===== config.mk =====
export PLATFORM = sky130hd
export DESIGN_NAME = mem_port_arbiter
export DESIGN_NICKNAME = d
export VERILOG_FILES = /design/src/rtl/mem_arb_pkg.sv /design/src/rtl/mem_port_arbiter_arb_pick.sv /design/src/rtl/mem_port_arbiter.sv
export SDC_FILE = /design/constraint.sdc
export NUM_CORES = 1
export LEC_CHECK = 0
export BUFFER_PORTS_ARGS = -buffer_cell sky130_fd_sc_hd__buf_2
export CORE_MARGIN = 2
export CORE_UTILIZATION = 45
export DETAILED_ROUTE_END_ITERATION = 8
export PLACE_DENSITY = 0.86
export REMOVE_ABC_BUFFERS = 1
export SLEW_MARGIN = 20
export SYNTH_ARGS = -nofsm -noshare
export SYNTH_HDL_FRONTEND = slang
export SYNTH_SLANG_ARGS = --single-unit

===== constraint.sdc =====
create_clock -name clk -period 4.1 [get_ports clk]
set_input_delay 0.41 -clock clk [delete_from_list [all_inputs] [get_ports clk]]
set_output_delay 0.41 -clock clk [all_outputs]
set_load 0.005 [all_outputs]

===== src/rtl/mem_arb_pkg.sv =====
// Shared types and helpers for the core/host RAM port arbiter.
package mem_arb_pkg;

    localparam int BURST_W = 4;

    typedef enum logic {
        OWN_CORE = 1'b0,
        OWN_HOST = 1'b1
    } owner_t;

    typedef enum logic {
        UNLOCKED = 1'b0,
        LOCKED   = 1'b1
    } lock_t;

    // Burst counter increment that sticks at the configured ceiling.
    function automatic logic [BURST_W-1:0] burst_sat_inc(
        input logic [BURST_W-1:0] cnt,
        input logic [BURST_W-1:0] max_cnt
    );
        logic [BURST_W-1:0] res;
        if (cnt >= max_cnt) begin
            res = max_cnt;
        end else begin
            res = cnt + {{(BURST_W-1){1'b0}}, 1'b1};
        end
        return res;
    endfunction

endpackage


===== src/rtl/mem_port_arbiter_arb_pick.sv =====
// Combinational winner select for the RAM port: lock first, then single
// requester, then last-owner stickiness bounded by the burst counter.
module arb_pick
    import mem_arb_pkg::*;
#(
    parameter int MAX_BURST = 4
) (
    input  logic               core_req,
    input  logic               host_req,
    input  owner_t             last_owner,
    input  logic [BURST_W-1:0] burst_cnt,
    input  lock_t              lock_state,
    output logic               core_win,
    output logic               host_win
);

    localparam logic [BURST_W-1:0] MAX_B = BURST_W'(MAX_BURST);

    logic keep_owner_s;

    assign keep_owner_s = (burst_cnt < MAX_B);

    // Winner select; at most one of core_win/host_win is ever set.
    always_comb begin
        core_win = 1'b0;
        host_win = 1'b0;
        if (lock_state == LOCKED) begin
            host_win = host_req;
        end else if (core_req && host_req) begin
            if ((last_owner == OWN_HOST) == keep_owner_s) begin
                host_win = 1'b1;
            end else begin
                core_win = 1'b1;
            end
        end else begin
            core_win = core_req;
            host_win = host_req;
        end
    end

endmodule


===== src/rtl/mem_port_arbiter.sv =====
// Single-port RAM arbiter between the core load/store path and the host loader.
// Optional core stall counter is built when ARB_STALL_STATS_EN is defined.
module mem_port_arbiter
    import mem_arb_pkg::*;
#(
    parameter int ADDR_W     = 8,
    parameter int DATA_W     = 8,
    parameter int MAX_BURST  = 4,
    parameter int HOST_FIRST = 1
) (
`ifdef ARB_STALL_STATS_EN
    input  logic              stats_clr,
    output logic [15:0]       core_stall_cnt,
`endif
    input  logic              clk,
    input  logic              rst_n,
    input  logic              core_req,
    input  logic              core_we,
    input  logic [ADDR_W-1:0] core_addr,
    input  logic [DATA_W-1:0] core_wdata,
    output logic              core_gnt,
    output logic              core_rvalid,
    output logic [DATA_W-1:0] core_rdata,
    input  logic              host_req,
    input  logic              host_we,
    input  logic [ADDR_W-1:0] host_addr,
    input  logic [DATA_W-1:0] host_wdata,
    input  logic              host_lock,
    output logic              host_gnt,
    output logic              host_rvalid,
    output logic [DATA_W-1:0] host_rdata,
    output logic              mem_en,
    output logic              mem_we,
    output logic [ADDR_W-1:0] mem_addr,
    output logic [DATA_W-1:0] mem_wdata,
    input  logic [DATA_W-1:0] mem_rdata
);

    localparam logic [BURST_W-1:0] MAX_B     = BURST_W'(MAX_BURST);
    localparam owner_t             RST_OWNER = (HOST_FIRST != 0) ? OWN_HOST : OWN_CORE;

    owner_t             last_owner_r;
    owner_t             owner_next_s;
    owner_t             gnt_side_s;
    logic [BURST_W-1:0] burst_cnt_r;
    logic [BURST_W-1:0] burst_next_s;
    lock_t              lock_state_r;
    lock_t              lock_next_s;
    logic               core_win_s;
    logic               host_win_s;
    logic               gnt_any_s;
    logic               other_req_s;
    logic               rd_gnt_s;
    logic               rd_pend_r;
    owner_t             rd_tag_r;
    logic [DATA_W-1:0]  core_rdata_r;
    logic [DATA_W-1:0]  host_rdata_r;

    arb_pick #(
        .MAX_BURST (MAX_BURST)
    ) u_pick (
        .core_req   (core_req),
        .host_req   (host_req),
        .last_owner (last_owner_r),
        .burst_cnt  (burst_cnt_r),
        .lock_state (lock_state_r),
        .core_win   (core_win_s),
        .host_win   (host_win_s)
    );

    // Grants are qualified by rst_n so every output is low while reset is held.
    assign core_gnt    = core_win_s & rst_n;
    assign host_gnt    = host_win_s & rst_n;
    assign gnt_any_s   = core_win_s | host_win_s;
    assign gnt_side_s  = host_win_s ? OWN_HOST : OWN_CORE;
    assign other_req_s = host_win_s ? core_req : host_req;
    assign rd_gnt_s    = (core_win_s & ~core_we) | (host_win_s & ~host_we);

    assign core_rvalid = rd_pend_r & (rd_tag_r == OWN_CORE);
    assign host_rvalid = rd_pend_r & (rd_tag_r == OWN_HOST);
    assign core_rdata  = core_rvalid ? mem_rdata : core_rdata_r;
    assign host_rdata  = host_rvalid ? mem_rdata : host_rdata_r;

    // RAM command mux from whichever side holds the grant.
    always_comb begin
        mem_en    = 1'b0;
        mem_we    = 1'b0;
        mem_addr  = {ADDR_W{1'b0}};
        mem_wdata = {DATA_W{1'b0}};
        if (core_gnt) begin
            mem_en    = 1'b1;
            mem_we    = core_we;
            mem_addr  = core_addr;
            mem_wdata = core_wdata;
        end else if (host_gnt) begin
            mem_en    = 1'b1;
            mem_we    = host_we;
            mem_addr  = host_addr;
            mem_wdata = host_wdata;
        end else begin
            mem_en    = 1'b0;
        end
    end

    // Ownership and burst length bookkeeping; uncontested grants clear the burst.
    always_comb begin
        owner_next_s = last_owner_r;
        burst_next_s = burst_cnt_r;
        if (gnt_any_s) begin
            owner_next_s = gnt_side_s;
            if (!other_req_s) begin
                burst_next_s = {BURST_W{1'b0}};
            end else if (gnt_side_s != last_owner_r) begin
                burst_next_s = {{(BURST_W-1){1'b0}}, 1'b1};
            end else begin
                burst_next_s = burst_sat_inc(burst_cnt_r, MAX_B);
            end
        end else begin
            owner_next_s = last_owner_r;
        end
    end

    // Lock FSM next state: a locked host grant closes the port to the core.
    always_comb begin
        lock_next_s = lock_state_r;
        case (lock_state_r)
            UNLOCKED: begin
                if (host_win_s && host_lock) begin
                    lock_next_s = LOCKED;
                end else begin
                    lock_next_s = UNLOCKED;
                end
            end
            LOCKED: begin
                if (!host_lock) begin
                    lock_next_s = UNLOCKED;
                end else begin
                    lock_next_s = LOCKED;
                end
            end
            default: lock_next_s = UNLOCKED;
        endcase
    end

    // Arbitration state, lock state and the 1-cycle read return tag.
    always_ff @(posedge clk or negedge rst_n) begin
        if (!rst_n) begin
            last_owner_r <= RST_OWNER;
            burst_cnt_r  <= {BURST_W{1'b0}};
            lock_state_r <= UNLOCKED;
            rd_pend_r    <= 1'b0;
            rd_tag_r     <= OWN_CORE;
        end else begin
            last_owner_r <= owner_next_s;
            burst_cnt_r  <= burst_next_s;
            lock_state_r <= lock_next_s;
            rd_pend_r    <= rd_gnt_s;
            rd_tag_r     <= gnt_side_s;
        end
    end

    // Each side keeps its last returned read data between returns.
    always_ff @(posedge clk or negedge rst_n) begin
        if (!rst_n) begin
            core_rdata_r <= {DATA_W{1'b0}};
            host_rdata_r <= {DATA_W{1'b0}};
        end else begin
            if (core_rvalid) begin
                core_rdata_r <= mem_rdata;
            end
            if (host_rvalid) begin
                host_rdata_r <= mem_rdata;
            end
        end
    end

`ifdef ARB_STALL_STATS_EN
    logic [15:0] stall_cnt_r;

    // Saturating count of cycles the core waits on an ungranted request.
    always_ff @(posedge clk or negedge rst_n) begin
        if (!rst_n) begin
            stall_cnt_r <= 16'h0000;
        end else if (stats_clr) begin
            stall_cnt_r <= 16'h0000;
        end else if (core_req && !core_win_s && (stall_cnt_r != 16'hFFFF)) begin
            stall_cnt_r <= stall_cnt_r + 16'h0001;
        end else begin
            stall_cnt_r <= stall_cnt_r;
        end
    end

    assign core_stall_cnt = stall_cnt_r;
`endif

endmodule

==> qor.txt <==
GLOBAL ROUTE
----------------------------------------------------------------------------------
Global Route Usage Sum ..............................................       0.1836
Grt ovf .............................................................            0
Pin count of the biggest net entering global routing ................           43
First-pass GRT wire length ..........................................     4.926 mm
Via count of the first global-routing pass ..........................        1,187
Number of antenna violations at the first check in global routing ...            0

FINAL LAYOUT
----------------------------------------------------------------------------------
Sequential Area .....................................................   601.8 um^2
Finished Layout Cells ...............................................          248
Layout fillers ......................................................          255
Area of the multi-input gates .......................................   679.4 um^2
Layout Nets .........................................................          266
Synth-to-Final Area Change ..........................................       35.07%
Share of final-layout standard cells stronger than drive strength 1 .       0.5300
Inserted Diodes .....................................................            0

STA
----------------------------------------------------------------------------------
Highest clock frequency the design can meet .........................   0.3788 GHz
Shortest clock period the worst path allows after layout ............     2.640 ns
Setup skew after layout .............................................  0.005785 ns
Final cycle utilization of the critical path ........................       0.6440
Total Negative Setup Slacks .........................................         0 ns
Final slew viol count ...............................................            0
Relative slew slack .................................................       0.4849
Worst-Margin Slew ...................................................    0.7711 ns
Worst hold slack ....................................................    0.1515 ns
Hold violation count in the final report ............................            0
Number of endpoints failing setup at the final stage ................            0
RSZ-0062 raised after global routing ................................        false

POWER
----------------------------------------------------------------------------------
Internal cell power .................................................  0.0004995 W
Reported leakage power ..............................................    0.9288 nW
Part of the total power dissipated in the clock network .............        0.244
P_sw ................................................................  0.0001838 W
Switching part of the total power ...................................       0.2690
Overall power consumption ...........................................  0.0006833 W
Pwr Density ......................................................... 377.2 nW/um^2
Combinational group share of total power ............................        0.313
VDD IR-drop max .....................................................    0.1550 mV
Fraction of power consumed by sequential logic ......................        0.443

FLOORPLANNING
----------------------------------------------------------------------------------
Width of the die ....................................................     58.60 um
Effective utilization at floorplan ..................................       0.4781
Y dimension of the die ..............................................     58.60 um
Placement row count .................................................           19
Std-Cell Core Area ..................................................    2805 um^2
Top-Level Pins ......................................................           85
Die ar. .............................................................    3433 um^2

CLOCK NETWORK
----------------------------------------------------------------------------------
Cts repair resizes ..................................................            0
Number of clock sinks ...............................................           24
Latest clock arrival within the worst-skew pair .....................      0.31 ns
Number of hold buffers added after CTS ..............................            0
TritonCTS clock tree ................................................        built
CTS root buffer ..................................................... sky130_fd_sc_hd__clkbuf_4
Number of buffers inserted to repair setup after CTS ................            0
Clock Path Buffers ..................................................            2
CTS H-Tree Depth ....................................................            1
Register clock-pin slew on the reported worst setup and hold paths ..      0.13 ns
Number of buffers inserted during clock tree synthesis ..............            3

ROUTING
----------------------------------------------------------------------------------
Antenna Nets Post-Route .............................................            0
Wirelength, routed ..................................................     3.075 mm
Total vias in the final route .......................................        1,285
First-pass iteration count of the detailed router ...................            6
Number of design rule violations left after detail routing ..........            7
Number of DRC violations after detailed-routing iteration 0 .........           27
Avg WL per Cell .....................................................     12.40 um
Post-DR vias/cell ...................................................        5.181

SYNTHESIS
----------------------------------------------------------------------------------
Seq/Total Area, Yosys ...............................................       0.4487
Average footprint of a synthesized cell .............................   9.790 um^2
Leading post-synthesis cells by cell area ........................... sky130_fd_sc_hd__dfrtp_1 43%, sky130_fd_sc_hd__mux2_2 13%, sky130_fd_sc_hd__nand2_1 11%
Post-synth EDFFs ....................................................            0
Synthesized area ....................................................    1341 um^2
Number of distinct library cells after synthesis ....................           32
Flop and latch count out of synthesis ...............................           24
Count of mapped cells out of synthesis ..............................          137
Top FF cell, synth .................................................. sky130_fd_sc_hd__dfrtp_1
Dominant cell type by area after synthesis .......................... sky130_fd_sc_hd__dfrtp_1
Yosys warning total .................................................            0
Synth top area share ................................................       0.4291
Post-synthesis async set-or-reset flop share ........................        1.000

SETUP PATH
----------------------------------------------------------------------------------
Highest fanout seen on the critical path ............................           20
Crit path capture type ..............................................   output pin
Logic depth of the worst register-to-register path ..................            3
Source of the worst register-to-register timing path ................ burst_cnt_r[3]
Nature of the critical path startpoint ..............................         flop
CP required .........................................................      3.69 ns
FF-to-FF setup slack ................................................      2.18 ns
Launch point of the worst path ...................................... burst_cnt_r[3]
End of the worst register-to-register path ..........................    rd_pend_r
Startpoint-to-endpoint class of the critical path ................... flop to output pin
Data arrival time of the worst path .................................      2.23 ns

PLACE
----------------------------------------------------------------------------------
IO buf count ........................................................           84
HPWL reported at the end of detailed placement ......................     2.312 mm
Total instance count after detailed placement .......................          244
Final weighted congestion of routability-driven global placement ....       0.7418

RUN STATUS
----------------------------------------------------------------------------------
Result of the run ................................................... complete, but fails checks
Violated checks .....................................................          DRC

FLOW RUN
----------------------------------------------------------------------------------
Number of max-cap violations ........................................            0

HOLD PATH
----------------------------------------------------------------------------------
Class of the worst hold path ........................................ input pin to async pin

==> sequential cells by signal (all words and copies together) (netlist names) <==
name / cells
rd_pend_r: 1
burst_cnt_r: 4
core_rdata_r: 8
lock_state_r: 1
last_owner_r: 1
rd_tag_r: 1
host_rdata_r: 8
==> final cells by class <==
cell class,count,share of cell area
clock inverters,1,0.01657
multi-input cells,101,0.3750
flip-flops and latches,24,0.3322
well taps,31,0.02141
repair buffers,85,0.2362
clock buffers,3,0.01243
inverters,3,0.006215
==> synthesized netlist by cell type (2+ instances only) <==
cell and count:
sky130_fd_sc_hd__nor3_1 2, sky130_fd_sc_hd__o22ai_2 7, sky130_fd_sc_hd__o21ai_0 2, sky130_fd_sc_hd__inv_1 2
sky130_fd_sc_hd__a21oi_1 3, sky130_fd_sc_hd__buf_2 3, sky130_fd_sc_hd__nand2_1 38, sky130_fd_sc_hd__clkbuf_1 3
sky130_fd_sc_hd__o2bb2ai_1 2, sky130_fd_sc_hd__dfrtp_1 23, sky130_fd_sc_hd__mux2_2 16, sky130_fd_sc_hd__nor2_1 5
sky130_fd_sc_hd__buf_6 2, sky130_fd_sc_hd__o22ai_1 10, sky130_fd_sc_hd__o32ai_1 2
==> cells in the final DEF (no fill, tap or decap), drive strengths merged, types with 2 or more instances in the layout <==
cell type,instances
nor2,5
buf,85
o32ai,2
clkbuf,3
dfrtp,23
a21oi,4
mux2,16
o21ai,2
nor3,2
o2bb2ai,2
o22ai,17
inv,2
nand2,38
==> kinds of logic (layout without fill, tap and decap cells) <==
| kind of cell | after synthesis | after routing | synth area share |
|---|---|---|---|
| and+or+nand+nor | 52 | 52 | 0.1642 |
| AOI/OAI and AO/OA | 32 | 32 | 0.1931 |
| DFF | 24 | 24 | 0.4487 |
| muxes | 16 | 16 | 0.1343 |
| buffers and inverters | 12 | 92 | 0.05037 |
| adders and majority gates | 1 | 1 | 0.009327 |
==> power by group through the flow <==
| stage | clock [W] | sequential [W] | combinational (W) |
|---|---|---|---|
| after CTS | 0.000170 | 0.000303 | 0.000216 |
| after global placement | 0 | 0.000306 | 0.000211 |
| after global routing | 0.000180 | 0.000308 | 0.000239 |
| after detailed placement | 0 | 0.000308 | 0.000216 |
| after floorplan | 0 | 0.000303 | 0.000114 |
| final | 0.000167 | 0.000303 | 0.000214 |
==> layer usage <==
metal	vias to the layer above	track usage	share of wire
met2	73	0.3162	0.44
met1	566	0.2379	0.47
met5	-	0	0
li1	644	-	-
met4	0	0.06818	0.0088
met3	2	0.02198	0.088
==> per-stage QoR <==
step	utilization	area [um^2]	setup slack, ns
2_1_floorplan	-	1285	2.082
3_3_place_gp	0.6244	1752	1.763
3_5_place_dp	0.6244	1752	1.753
4_1_cts	0.6432	1804	1.387
5_1_grt	0.6459	1812	1.222
6_report	0.6459	1812	1.460
==> worst max-delay path, stage by stage, from the launching register on <==
cell                      delay, ns
sky130_fd_sc_hd__dfrtp_1       0.46
sky130_fd_sc_hd__o21ai_0       0.40
sky130_fd_sc_hd__a31o_1        0.72
sky130_fd_sc_hd__o22ai_1       0.19
sky130_fd_sc_hd__buf_2         0.16
==> worst max path at each step <==
stage,cells past startpoint,end
finish,4,mem_wdata[3]
CTS,4,mem_wdata[5]
global route,4,mem_wdata[0]
global placement,4,mem_wdata[5]
detailed placement,4,mem_we
floorplan,3,mem_addr[7]
Note: power is estimated with default switching activity, not from simulation.
